$ cat src/rtl/empty_ptr_storage_pkg.sv
// Shared hash-table constants: data-table address width and the derived
// number of data-table entries.
package hash_table_pkg;

  localparam int HT_A_WIDTH = 8;
  localparam int HT_N       = 1 << HT_A_WIDTH;

endpackage

$ cat src/rtl/empty_ptr_storage.sv
// Free-address manager for the hash-table data RAM: a circular FIFO of unused
// data-table addresses, filled with every address after reset.
module empty_ptr_storage
  import hash_table_pkg::*;
#(
  parameter int A_WIDTH = HT_A_WIDTH
) (
  input  logic               clk_i,
  input  logic               rst_n_i,
  output logic [A_WIDTH-1:0] empty_addr_o,
  output logic               empty_addr_val_o,
  input  logic               empty_addr_rd_ack_i,
  input  logic [A_WIDTH-1:0] add_empty_ptr_i,
  input  logic               add_empty_ptr_en_i,
  output logic [A_WIDTH:0]   empty_cnt_o,
  output logic               init_done_o,
  output logic               err_underflow_o,
  output logic               err_overflow_o
);

  localparam int                 N        = 1 << A_WIDTH;
  localparam logic [A_WIDTH:0]   CNT_FULL = (A_WIDTH+1)'(N);
  localparam logic [A_WIDTH-1:0] PTR_LAST = '1;

  typedef enum logic {
    INIT_S,
    READY_S
  } state_e;

  state_e               state_q, state_d;
  logic [A_WIDTH-1:0]   init_cnt_q, init_cnt_d;
  logic [A_WIDTH-1:0]   rd_ptr_q, rd_ptr_d;
  logic [A_WIDTH-1:0]   wr_ptr_q, wr_ptr_d;
  logic [A_WIDTH:0]     cnt_q, cnt_d;
  logic                 val_q, val_d;
  logic                 init_done_q, init_done_d;
  logic                 underflow_q, underflow_d;
  logic                 overflow_q, overflow_d;

  logic [A_WIDTH-1:0]   mem_q [N];
  logic                 mem_we;
  logic [A_WIDTH-1:0]   mem_waddr;
  logic [A_WIDTH-1:0]   mem_wdata;
  logic                 pop;
  logic                 push;

  always_comb begin
    // NOTE: every signal gets a default before the case so no path leaves it unassigned (no latches).
    state_d     = state_q;
    init_cnt_d  = init_cnt_q;
    rd_ptr_d    = rd_ptr_q;
    wr_ptr_d    = wr_ptr_q;
    cnt_d       = cnt_q;
    init_done_d = init_done_q;
    underflow_d = underflow_q;
    overflow_d  = overflow_q;
    mem_we      = 1'b0;
    mem_waddr   = wr_ptr_q;
    mem_wdata   = add_empty_ptr_i;
    pop         = 1'b0;
    push        = 1'b0;

    unique case (state_q)
      INIT_S: begin
        // The fill owns the write port; requests from neighbours are errors here.
        mem_we     = 1'b1;
        mem_waddr  = init_cnt_q;
        mem_wdata  = init_cnt_q;
        init_cnt_d = init_cnt_q + 1'b1;
        if (empty_addr_rd_ack_i) underflow_d = 1'b1;
        if (add_empty_ptr_en_i)  overflow_d  = 1'b1;
        if (init_cnt_q == PTR_LAST) begin
          state_d     = READY_S;
          cnt_d       = CNT_FULL;
          init_done_d = 1'b1;
          rd_ptr_d    = '0;
          wr_ptr_d    = '0;
        end
      end
      READY_S: begin
        // Legality is judged on the pre-cycle count, so a push into an empty
        // list and a pop from a full list both proceed alongside the other side.
        pop  = empty_addr_rd_ack_i && (cnt_q != '0);
        push = add_empty_ptr_en_i && (cnt_q != CNT_FULL);
        if (empty_addr_rd_ack_i && !pop) underflow_d = 1'b1;
        if (add_empty_ptr_en_i && !push) overflow_d  = 1'b1;
        if (pop) rd_ptr_d = rd_ptr_q + 1'b1;
        if (push) begin
          mem_we   = 1'b1;
          wr_ptr_d = wr_ptr_q + 1'b1;
        end
        if (push && !pop)      cnt_d = cnt_q + 1'b1;
        else if (pop && !push) cnt_d = cnt_q - 1'b1;
      end
      default: state_d = INIT_S;
    endcase

    val_d = (cnt_d != '0);
  end

  // NOTE: sequential state uses non-blocking assignments so every flop samples pre-edge values.
  always_ff @(posedge clk_i or negedge rst_n_i) begin
    if (!rst_n_i) begin
      state_q     <= INIT_S;
      init_cnt_q  <= '0;
      rd_ptr_q    <= '0;
      wr_ptr_q    <= '0;
      cnt_q       <= '0;
      val_q       <= 1'b0;
      init_done_q <= 1'b0;
      underflow_q <= 1'b0;
      overflow_q  <= 1'b0;
    end else begin
      state_q     <= state_d;
      init_cnt_q  <= init_cnt_d;
      rd_ptr_q    <= rd_ptr_d;
      wr_ptr_q    <= wr_ptr_d;
      cnt_q       <= cnt_d;
      val_q       <= val_d;
      init_done_q <= init_done_d;
      underflow_q <= underflow_d;
      overflow_q  <= overflow_d;
    end
  end

  // NOTE: the storage array has no reset; the init fill writes every entry before it is read.
  always_ff @(posedge clk_i) begin
    if (mem_we) mem_q[mem_waddr] <= mem_wdata;
  end

  assign empty_addr_o     = mem_q[rd_ptr_q];
  assign empty_addr_val_o = val_q;
  assign empty_cnt_o      = cnt_q;
  assign init_done_o      = init_done_q;
  assign err_underflow_o  = underflow_q;
  assign err_overflow_o   = overflow_q;

endmodule

$ cat config.mk
export PLATFORM = sky130hd
export DESIGN_NAME = empty_ptr_storage
export DESIGN_NICKNAME = d
export VERILOG_FILES = /design/src/rtl/empty_ptr_storage_pkg.sv /design/src/rtl/empty_ptr_storage.sv
export SDC_FILE = /design/constraint.sdc
export NUM_CORES = 2
export LEC_CHECK = 0
export CAP_MARGIN = 20
export CORE_MARGIN = 3
export CORE_UTILIZATION = 61
export DETAILED_ROUTE_END_ITERATION = 12
export PLACE_DENSITY = 0.87
export SETUP_SLACK_MARGIN = 0.1
export SLEW_MARGIN = 40
export SYNTH_ARGS = -nofsm -noshare
export SYNTH_HDL_FRONTEND = slang
export SYNTH_SLANG_ARGS = --single-unit
$ cat constraint.sdc
create_clock -name clk_i -period 10.3 [get_ports clk_i]
set_clock_uncertainty 0.1 [all_clocks]
set_input_delay 2.06 -clock clk_i [delete_from_list [all_inputs] [get_ports clk_i]]
set_output_delay 2.06 -clock clk_i [all_outputs]
set_load 0.05 [all_outputs]
==> impl_metrics.tcl <==
set metrics [dict create \
    core_area_um2 132000 \
    antenna_found_initial 9 \
    synth_area_leaders "edfxtp_1 (76%), mux4_2 (12%), mux2i_1 (2.4%)" \
    postCtsSetupBuffers 0 \
    path_delay_family "buffers and inverters" \
    cp_max_fo 43 \
    grt_pass1_wl_mm 333 \
    worstRegToRegCells 5 \
    path_clk_slew_ps 60 \
    drv_slew 0 \
    grt.overflow.total 0 \
    cts_tree "yes" \
    power.density_nw_per_um2 181 \
    ys_types 70 \
    vias 45100 \
    met2_usage 0.521 \
    hold_path_class "reg -> reg" \
    clk_path_buf_depth 3 \
    fmax_mhz 116 \
    rows 133 \
    met1_usage 0.422 \
    timing.rr.start "state_q$_DFF_PN0_" \
    yosys_warnings 0 \
    io_buffers 32 \
    drc_errors 0 \
    ctsResizeCount 0 \
    finalHoldViolations 0 \
    layout_worst_path_cycle_share 0.838 \
    die_h_um 371 \
    crit_buf_inv 4 \
    syn_avg_cell_area_um2 20.2 \
    endpoint "empty_addr_o[7]" \
    synthFlopType "edfxtp_1" \
    cts_hold_buf 0 \
    yosysMostFrequentCell "edfxtp_1" \
    initial_core_util 0.616 \
    drt_iter0_markers 8567 \
    crit_top_cell "buf_4" \
    clock-root-buffer "clkbuf_16" \
    cp-end-kind "primary output" \
    dr.pass1.iters 7 \
    viasPerCell 7.49 \
    fin_setup_tns_ps 0 \
    irDropWorstVdd_mv 0.160 \
    ios 33 \
    synth-seq-cells 2086 \
    stdcell_count 6021 \
    clk_latency_ps 820 \
    status "completed" \
    synthArstFlopShare 0.0182 \
    dpl.hpwl_mm 124 \
    cp_slowest_cell "dfrtp_4" \
    dp_cells 5659 \
    final_util 0.686 \
    drv_cap 0 \
    setup_viol 0 \
    crit_path_max_incr_delay_ps 960 \
    place_congestion 0.881 \
    drive_gt1_frac 0.230 \
    worstMarginPinSlew_ps 1020 \
    required_ps 8140 \
    synth_top_area_frac 0.757 \
    slew_headroom 0.315 \
    cts_made_buffers 189 \
    cp.depth 10 \
    crit_type "reg -> out" \
    power.leakage_nw 24.3 \
    die_area_um2 138000 \
    use_met3 0.118 \
    syn_nets 4035 \
    ant_nets 0 \
    area_growth_pct 11.3 \
    rsz0062_at_grt "no" \
    cts_max_level 4 \
    fillers 7270 \
    grt_use_total 0.345 \
    synthCells 4018 \
    clock-sinks 2086 \
    synth.top_cells.by_count "edfxtp_1 (2048), mux4_2 (442), nor2_1 (308)" \
    synth-edff-count 2048 \
    grt_pass1_vias 45600 \
    crit_start "rd_ptr_q[0]$_DFFE_PN0P_" \
    worst_setup_path_start_kind "flip-flop" \
    r2r_slack_ps 6340 \
    synth_area_um2 81200 \
    busiest_layer "met2" \
    totalWireLength_mm 234 \
    nets 4113 \
    die-width_um 371 \
    r2r_end "mem_q[90][6]$_DFFE_PP_" \
    arrival_ps 6470 \
    grt_max_degree 138 \
    yosysTopAreaCell "edfxtp_1" \
    path_cells "buf_4 -> buf_4 -> buf_12 -> mux4_2 -> a22oi_1 -> nand3_1 -> a311oi_1 -> nor2_1 -> a22o_1 -> clkdlybuf4s50_1" \
    routedWlPerCell_um 38.8 \
    seq_area_frac_synth 0.769 \
    layout_min_cycle_time_ps 8630 \
]
-- flip-flops by register name (all words and copies together) (netlist names) --
register          flops
empty_addr_val_o      1
empty_cnt_o           9
err_overflow_o        1
err_underflow_o       1
init_cnt_q            8
init_done_o           1
mem_q              2048
rd_ptr_q              8
state_q               1
wr_ptr_q              8
-- placed cells by master (no fill, tap or decap), types with 34 or more instances in the layout --
master,n
a221oi_1,34
clkinv_1,47
nor2_1,195
nor2_2,112
a21oi_1,85
mux2i_1,190
buf_4,78
clkbuf_16,191
nand2_1,124
edfxtp_1,2048
mux4_2,442
a22oi_1,111
o21ai_0,49
-- through the flow --
stage / setup slack [ps] / total power [mW] / instance area (um2) / hold WS [ps]
after global routing: 1580 / 16.6 / 90400 / 383
after floorplan: 4220 / 9.36 / 81200 / 436
after detailed placement: 2850 / 9.37 / 83900 / 347
after CTS: 1910 / 16.3 / 90000 / 358
after global placement: 2650 / 9.37 / 83600 / 338
final: 1670 / 16.3 / 90400 / 355
-- final cells by class --
cell class	instances	area, um2	area share
inverters	17	66.3	0.000734
diodes	10	25.0	0.000277
clock inverters	127	1250	0.0138
flip-flops and latches	2086	62500	0.691
well taps	1755	2200	0.0243
multi-input cells	1671	18200	0.202
repair buffers	131	1270	0.0140
clock buffers	224	4900	0.0542
-- power breakdown --
part | switching [mW] | total, mW | internal (mW)
Sequential | 0.0000000000000000191 | 9.17 | 9.17
Clock | 3.22 | 7.16 | 3.94
Combinational | 0.00769 | 0.0129 | 0.00524
-- per-layer routing --
| metal | routed length, um | share of wire | vias to the layer above |
|---|---|---|---|
| met1 | 69800 | 0.30 | 22400 |
| li1 | - | - | 16800 |
| met5 | 253 | 0.0011 | - |
| met2 | 109000 | 0.47 | 4725 |
| met4 | 19200 | 0.082 | 16 |
| met3 | 35400 | 0.15 | 1167 |
-- worst min-delay path by stage --
stage                                startpoint                          end  slack [ps]  cells past startpoint
floorplan             init_cnt_q[6]$_DFFE_PN0N_    init_cnt_q[6]$_DFFE_PN0N_         440                      1
global placement    err_underflow_o$_DFFE_PN0P_  err_underflow_o$_DFFE_PN0P_         340                      1
detailed placement   err_overflow_o$_DFFE_PN0P_   err_overflow_o$_DFFE_PN0P_         350                      1
CTS                  err_overflow_o$_DFFE_PN0P_   err_overflow_o$_DFFE_PN0P_         360                      1
global route        err_underflow_o$_DFFE_PN0P_  err_underflow_o$_DFFE_PN0P_         380                      1
finish               err_overflow_o$_DFFE_PN0P_   err_overflow_o$_DFFE_PN0P_         360                      1
-- cell families after synthesis --
group,after synthesis,share of synthesized area
simple gates,556,0.0291
flops,2086,0.769
xor+xnor,20,0.00216
fa+ha+maj,5,0.000770
compound gates,448,0.0388
buf+inv,261,0.0131
mux,642,0.147
Power figures use the tool's default switching activity.
